--- src/rtl/gerador_tom_pkg.sv ---
// gerador_tom_pkg: shared types and constants for the tone generator.
// FSM state encoding, 3-bit note codes, octave-4 pitch table and the
// elaboration-time half-period helper.
package gerador_tom_pkg;

  typedef enum logic [1:0] {
    StOcioso      = 2'd0,
    StTocando     = 2'd1,
    StSustentando = 2'd2
  } estado_e;

  localparam logic [2:0] NOTA_SILENCIO = 3'd0;
  localparam logic [2:0] NOTA_DO       = 3'd1;
  localparam logic [2:0] NOTA_RE       = 3'd2;
  localparam logic [2:0] NOTA_MI       = 3'd3;
  localparam logic [2:0] NOTA_FA       = 3'd4;
  localparam logic [2:0] NOTA_SOL      = 3'd5;
  localparam logic [2:0] NOTA_LA       = 3'd6;
  localparam logic [2:0] NOTA_SI       = 3'd7;

  // Index 0 is silence; its entry is never used for a pitch.
  localparam int unsigned FREQ_HZ [8] = '{0, 262, 294, 330, 349, 392, 440, 494};

  // Half-period in clock cycles, floor(clock_hz / (2 * f)). Silence returns 1
  // so callers never see a zero reload value.
  function automatic int unsigned meio_periodo(input logic [2:0] nota,
                                               input int unsigned clock_hz);
    int unsigned h;
    if (nota == NOTA_SILENCIO) begin
      h = 1;
    end else begin
      h = clock_hz / (2 * FREQ_HZ[nota]);
    end
    return h;
  endfunction

endpackage

--- src/rtl/divisor_tom.sv ---
// divisor_tom: half-period counter producing a 50% duty square wave.
// Counts 0..meio_i-1 while enabled; on the last count it wraps and toggles
// the output. clear_i zeroes both the count and the output.
module divisor_tom #(
  parameter int unsigned Largura = 11
) (
  input  logic               clk_i,
  input  logic               rst_i,
  input  logic               clear_i,
  input  logic               en_i,
  input  logic [Largura-1:0] meio_i,
  output logic               tom_o
);

  logic [Largura-1:0] cont_q, cont_d;
  logic               tom_q, tom_d;

  // Next count and output level; clear has priority over counting.
  always_comb begin
    cont_d = cont_q;
    tom_d  = tom_q;
    if (clear_i) begin
      cont_d = '0;
      tom_d  = 1'b0;
    end else if (en_i) begin
      // >= keeps the counter bounded if the reload value ever shrinks.
      if (cont_q >= meio_i - Largura'(1)) begin
        cont_d = '0;
        tom_d  = ~tom_q;
      end else begin
        cont_d = cont_q + Largura'(1);
      end
    end
  end

  // Counter and output registers.
  always_ff @(posedge clk_i or posedge rst_i) begin
    if (rst_i) begin
      cont_q <= '0;
      tom_q  <= 1'b0;
    end else begin
      cont_q <= cont_d;
      tom_q  <= tom_d;
    end
  end

  assign tom_o = tom_q;

endmodule

--- src/rtl/gerador_tom.sv ---
// gerador_tom: turns the enable + 3-bit note link into a buzzer square wave.
// Input register -> stability filter -> note FSM -> divisor_tom.
// Optional release phase after silence is built when GERADOR_TOM_SUSTAIN_EN
// is defined; otherwise accepted silence stops the tone immediately.
module gerador_tom
  import gerador_tom_pkg::*;
#(
  parameter int unsigned CLOCK_HZ       = 50_000_000,
  parameter int unsigned ESTAVEL_CICLOS = 4,
  parameter int unsigned SUSTAIN_CICLOS = 1000
) (
  input  logic       clock,
  input  logic       reset,
  input  logic       enable,
  input  logic [2:0] nota,
  output logic       buzzer,
  output logic       tocando,
  output logic [2:0] nota_atual,
  output logic [1:0] db_estado
);

  // Lowest pitch has the longest half-period and sets the divider width.
  localparam int unsigned HMax = meio_periodo(NOTA_DO, CLOCK_HZ);
  localparam int unsigned DivW = (HMax > 1) ? $clog2(HMax) : 1;
  localparam int unsigned CntW = $clog2(ESTAVEL_CICLOS + 1);

  if (ESTAVEL_CICLOS == 0 || SUSTAIN_CICLOS == 0) begin : g_param_invalido
    $error("gerador_tom: ESTAVEL_CICLOS and SUSTAIN_CICLOS must be >= 1");
  end

  logic [2:0]      c_q, c_d;
  logic [2:0]      cand_q, cand_d;
  logic [CntW-1:0] cnt_q, cnt_d;
  logic            aceito_q, aceito_d;
  estado_e         estado_q, estado_d;
  logic [2:0]      nota_q, nota_d;
  logic            carregar;
  logic            div_clear;
  logic [DivW-1:0] meio;

`ifdef GERADOR_TOM_SUSTAIN_EN
  localparam int unsigned RelW = (SUSTAIN_CICLOS > 1) ? $clog2(SUSTAIN_CICLOS) : 1;
  logic [RelW-1:0] rel_q, rel_d;
`endif

  // Input sampling and stability filter. aceito_q pulses for one cycle on the
  // edge after the candidate has been seen ESTAVEL_CICLOS times in a row.
  always_comb begin
    c_d      = enable ? nota : NOTA_SILENCIO;
    cand_d   = cand_q;
    cnt_d    = cnt_q;
    aceito_d = 1'b0;
    if (c_q != cand_q) begin
      cand_d   = c_q;
      cnt_d    = CntW'(1);
      aceito_d = (ESTAVEL_CICLOS == 1);
    end else if (cnt_q != CntW'(ESTAVEL_CICLOS)) begin
      cnt_d    = cnt_q + CntW'(1);
      aceito_d = (cnt_q == CntW'(ESTAVEL_CICLOS - 1));
    end
  end

  // Filter registers.
  always_ff @(posedge clock or posedge reset) begin
    if (reset) begin
      c_q      <= NOTA_SILENCIO;
      cand_q   <= NOTA_SILENCIO;
      cnt_q    <= '0;
      aceito_q <= 1'b0;
    end else begin
      c_q      <= c_d;
      cand_q   <= cand_d;
      cnt_q    <= cnt_d;
      aceito_q <= aceito_d;
    end
  end

  // Note FSM: cand_q still holds the accepted code in the cycle aceito_q is high.
  always_comb begin
    estado_d = estado_q;
    nota_d   = nota_q;
    carregar = 1'b0;
`ifdef GERADOR_TOM_SUSTAIN_EN
    rel_d    = '0;
`endif
    unique case (estado_q)
      StOcioso: begin
        if (aceito_q && cand_q != NOTA_SILENCIO) begin
          estado_d = StTocando;
          nota_d   = cand_q;
          carregar = 1'b1;
        end
      end
      StTocando: begin
        if (aceito_q) begin
          if (cand_q == NOTA_SILENCIO) begin
`ifdef GERADOR_TOM_SUSTAIN_EN
            estado_d = StSustentando;
`else
            estado_d = StOcioso;
`endif
          end else if (cand_q != nota_q) begin
            nota_d   = cand_q;
            carregar = 1'b1;
          end
        end
      end
`ifdef GERADOR_TOM_SUSTAIN_EN
      StSustentando: begin
        // A new note wins over a release ending on the same edge.
        if (aceito_q && cand_q != NOTA_SILENCIO) begin
          estado_d = StTocando;
          nota_d   = cand_q;
          carregar = 1'b1;
        end else if (rel_q == RelW'(SUSTAIN_CICLOS - 1)) begin
          estado_d = StOcioso;
        end else begin
          rel_d = rel_q + RelW'(1);
        end
      end
`endif
      default: estado_d = StOcioso;
    endcase
    if (estado_d == StOcioso) begin
      nota_d = NOTA_SILENCIO;
    end
  end

  // FSM state, current note and release counter.
  always_ff @(posedge clock or posedge reset) begin
    if (reset) begin
      estado_q <= StOcioso;
      nota_q   <= NOTA_SILENCIO;
`ifdef GERADOR_TOM_SUSTAIN_EN
      rel_q    <= '0;
`endif
    end else begin
      estado_q <= estado_d;
      nota_q   <= nota_d;
`ifdef GERADOR_TOM_SUSTAIN_EN
      rel_q    <= rel_d;
`endif
    end
  end

  // Half-period reload for the sounding note, folded to constants at elaboration.
  always_comb begin
    case (nota_q)
      NOTA_DO:  meio = DivW'(meio_periodo(NOTA_DO, CLOCK_HZ));
      NOTA_RE:  meio = DivW'(meio_periodo(NOTA_RE, CLOCK_HZ));
      NOTA_MI:  meio = DivW'(meio_periodo(NOTA_MI, CLOCK_HZ));
      NOTA_FA:  meio = DivW'(meio_periodo(NOTA_FA, CLOCK_HZ));
      NOTA_SOL: meio = DivW'(meio_periodo(NOTA_SOL, CLOCK_HZ));
      NOTA_LA:  meio = DivW'(meio_periodo(NOTA_LA, CLOCK_HZ));
      NOTA_SI:  meio = DivW'(meio_periodo(NOTA_SI, CLOCK_HZ));
      default:  meio = DivW'(1);
    endcase
  end

  // Divider restarts on every note load and is parked at zero when idle.
  assign div_clear = carregar || (estado_d == StOcioso);

  divisor_tom #(
    .Largura (DivW)
  ) u_divisor_tom (
    .clk_i   (clock),
    .rst_i   (reset),
    .clear_i (div_clear),
    .en_i    (estado_q != StOcioso),
    .meio_i  (meio),
    .tom_o   (buzzer)
  );

  assign tocando    = (estado_q != StOcioso);
  assign nota_atual = nota_q;
  assign db_estado  = estado_q;

endmodule

--- config.mk ---
export PLATFORM = sky130hd
export DESIGN_NAME = gerador_tom
export DESIGN_NICKNAME = d
export VERILOG_FILES = /design/src/rtl/gerador_tom_pkg.sv /design/src/rtl/divisor_tom.sv /design/src/rtl/gerador_tom.sv
export SDC_FILE = /design/constraint.sdc
export NUM_CORES = 1
export LEC_CHECK = 0
export BUFFER_PORTS_ARGS = -buffer_cell sky130_fd_sc_hd__buf_2
export CAP_MARGIN = 15
export CORE_UTILIZATION = 25
export DETAILED_ROUTE_END_ITERATION = 12
export HOLD_SLACK_MARGIN = 0.12
export PLACE_DENSITY = 0.5
export SLEW_MARGIN = 20
export SYNTH_ARGS = -nofsm -noshare
export SYNTH_HDL_FRONTEND = slang
export SYNTH_SLANG_ARGS = --single-unit
--- constraint.sdc ---
create_clock -name clock -period 2.9 [get_ports clock]
set_input_delay 0 -clock clock [delete_from_list [all_inputs] [get_ports clock]]
set_output_delay 0 -clock clock [all_outputs]
set_load 0.02 [all_outputs]
==> results.yml <==
status:
  status: "finished, final reports clean"
worst_setup_path:
  slowest_delay_ns: 0.43
  worst_setup_path_end_kind: "flop"
  cpMaxStageDelayCell: "dfrtp_2"
  crit_fanout: 7
  startpoint_type: "flop"
  rr_endpoint: "u_divisor_tom.tom_o"
  worstRegToRegCells: 13
  critPathKind: "flop to flop"
  reg2reg_from: "nota_atual[0]"
  cp.arrival_ns: 3.05
  r2r_setup_slack_ns: 0.06
  worstPathCellList: "or2_2 -> nand2_1 -> ha_2 -> buf_4 -> nor2b_1 -> o21ai_0 -> ha_1 -> nand4_1 -> nor3_1 -> a21oi_1 -> o211ai_4 -> buf_12 -> mux2i_1"
  critical_path_required_ns: 3.11
clock_tree:
  numCtsBuffers: 5
  cts_root_buf: "clkbuf_8"
  htree_levels: 2
  cts_tree: "built"
  cts.sink_count: 33
  clk_latency_ns: 0.29
  clockBufferDepth: 2
  clk_pin_slew_ns: 0.08
min_path:
  hold_path_class: "input port to async pin"
sta:
  layout_min_cycle_time_ns: 2.84
  whs_ns: 0.340
  worstMarginPinSlew_ns: 0.573
  period_share_pct: 98.1
  final-hold-violation-count: 0
  fin_skew_ns: 0.0141
  setup_viol: 0
  fin_ws_ns: 0.0558
  relSlewSlack_pct: 61.7
  rsz0062_at_grt: "yes"
  slew_viol_final: 0
  timing.fmax_mhz: 352
grt:
  grt_pass1_vias: 1642
  grt_pass1_wl_um: 7590
  grt-ovfl-total: 0
  antenna_found_initial: 0
  grtUsageTotal_pct: 11.0
  grt_max_degree: 34
logic_synthesis:
  synth_area_per_cell_um2: 10.1
  synth_edf_count: 0
  yosys-top-cells-area: "dfrtp_1, ha_1, xor2_1"
  synth_seq_cells: 33
  synth_top_flop_cell: "dfrtp_1"
  synth.distinct_cells: 33
  async_flop_share_pct: 100
  synth_top_area_share_pct: 38.4
  yosys.area.top_type: "dfrtp_1"
  synth_area_um2: 2150
  syn-num-nets: 241
  yosysSeqAreaShare_pct: 38.4
  synth_cells: 213
  ys_warn_count: 0
placement:
  dp_hpwl_um: 3340
  place_ws_ns: 0.00923
  gp_congestion: 0.764
  port_buffers: 12
  place_area_um2: 2400
floorplanning:
  start_util_pct: 26.0
  rows: 33
  die_x_um: 94.8
  pin_count: 13
  core_region_area_um2: 8260
  die_h_um: 94.8
  die_area_um2: 8980
detailed_routing:
  routed_wl_um: 4510
  drt_iter0_drc: 37
  first_pass_iters: 4
  drc: 0
  via_per_inst: 4.66
  ant_nets: 0
  via_count: 1642
  wl_per_cell_um: 12.8
final_layout:
  nNetsFinal: 274
  fin_area_um2: 2680
  syn_to_final_growth_pct: 24.5
  diodes: 0
  drive_gt1_share_pct: 27.1
pwr:
  p_per_area_nw_per_um2: 408
  p_leak_nw: 1.22
  ir_drop_mv: 0.196
  total_power_w: 0.00109
flow_run:
  drv_cap: 0
==> layout make-up <==
| class | instances | area (um^2) |
|---|---|---|
| Fill cell | 867 | 5580 |
| Multi-Input combinational cell | 161 | 1290 |
| Sequential cell | 33 | 830 |
| Timing Repair Buffer | 36 | 278 |
| Tap cell | 105 | 131 |
| Clock buffer | 5 | 68.8 |
| Clock inverter | 3 | 46.3 |
| Inverter | 9 | 33.8 |
==> critical path: cells and delay by family, from the launching register on <==
kind	cells	cell delay (ns)
mux	1	0.18
buf+inv	2	0.27
simple gates	5	0.98
flops	1	0.43
compound gates	3	0.38
fa+ha+maj	2	0.51
==> placed cells by master, fill, tap and decap left out, drive strengths merged, types with 6 or more instances in the layout <==
master       Yosys  layout
dfrtp           33      33
buf              4      29
ha              22      22
nor3            19      19
nand2           17      17
xor2            14      14
nand3           10      10
a21oi           10      10
inv              9       9
xnor2            8       8
and3             7       7
dlygate4sd3      0       7
nand4            6       6
o21ai            6       6
==> metrics by stage <==
step	TNS, ns	util, %	cells
global route	-0.514	32.4	352
global placement	0	29.1	334
CTS	0	31.5	349
finish	0	32.4	352
detailed placement	0	29.1	334
floorplan	0	-	213
==> synthesized netlist by cell type (2+ instances only) <==
| cell type | n |
|---|---|
| a21oi_1 | 10 |
| buf_6 | 4 |
| nand2_1 | 16 |
| dfrtp_1 | 33 |
| nand3_1 | 10 |
| nand4_1 | 6 |
| nor3_2 | 10 |
| clkbuf_1 | 6 |
| o21ai_0 | 6 |
| and2_1 | 5 |
| a21o_1 | 5 |
| and4_1 | 3 |
| ha_1 | 22 |
| mux2i_1 | 4 |
| nor3_1 | 9 |
| inv_1 | 9 |
| xor2_1 | 14 |
| a211oi_1 | 2 |
| a22oi_1 | 3 |
| nor2b_1 | 5 |
| or2_2 | 2 |
| xnor2_1 | 8 |
| nor2_1 | 5 |
| and3_1 | 7 |
==> metal layers <==
layer	wire, um	up-vias	share of wire, %	track usage (%)
met5	0	-	0	0
met1	2150	793	48	14.1
met3	141	8	3.1	2.50
met2	2130	24	47	17.6
li1	-	817	-	-
met4	91	0	2.0	4.55
==> sequential cells by signal, indices dropped and copies added, names as in the netlist <==
name / cells
db_estado: 2
aceito_q: 1
c_q: 3
cand_q: 3
u_divisor_tom.tom_o: 1
u_divisor_tom.cont_q: 17
cnt_q: 3
nota_atual: 3
==> logic make-up (layout without fill, tap and decap cells) <==
family,after synthesis,after routing,synth area share (%)
adder cells (fa/ha/maj),22,22,12.8
XOR/XNOR,22,22,8.96
AND/OR/NAND/NOR,81,81,22.2
AO/OA/AOI/OAI,31,31,10.9
flip-flops,33,33,38.4
multiplexers,4,4,1.86
buffers and inverters,19,53,4.71
other,1,1,0.174
==> how the worst max path moves through the flow <==
| stage | startpoint | endpoint | slack (ns) |
|---|---|---|---|
| 2_1_floorplan | nota_atual[2] | u_divisor_tom.cont_q[10] | 0.01 |
| 5_1_grt | nota_atual[0] | u_divisor_tom.tom_o | -0.12 |
| 3_5_place_dp | nota_atual[0] | u_divisor_tom.cont_q[14] | 0.009 |
| 6_report | nota_atual[0] | u_divisor_tom.tom_o | 0.06 |
| 4_1_cts | nota_atual[0] | u_divisor_tom.cont_q[3] | 0.009 |
| 3_3_place_gp | nota_atual[1] | u_divisor_tom.tom_o | 0.05 |
==> power by group <==
group          internal, W  total (W)  switching (W)
clock             0.000257   0.000442       0.000185
sequential        0.000472   0.000485      0.0000123
combinational    0.0000774   0.000165      0.0000877
==> repair_timing <==
item | 4_1_cts | 5_1_grt
cloned | 0 | 0
setup buffers | 0 | 3
setup endpoints to repair | 3 | 18
pin swaps | 3 | 18
hold buffers | 7 | 0
endpoints found under the hold margin | 36 | 0
gates resized for setup | 3 | 10
No activity file was read; power rests on OpenSTA's default activity.
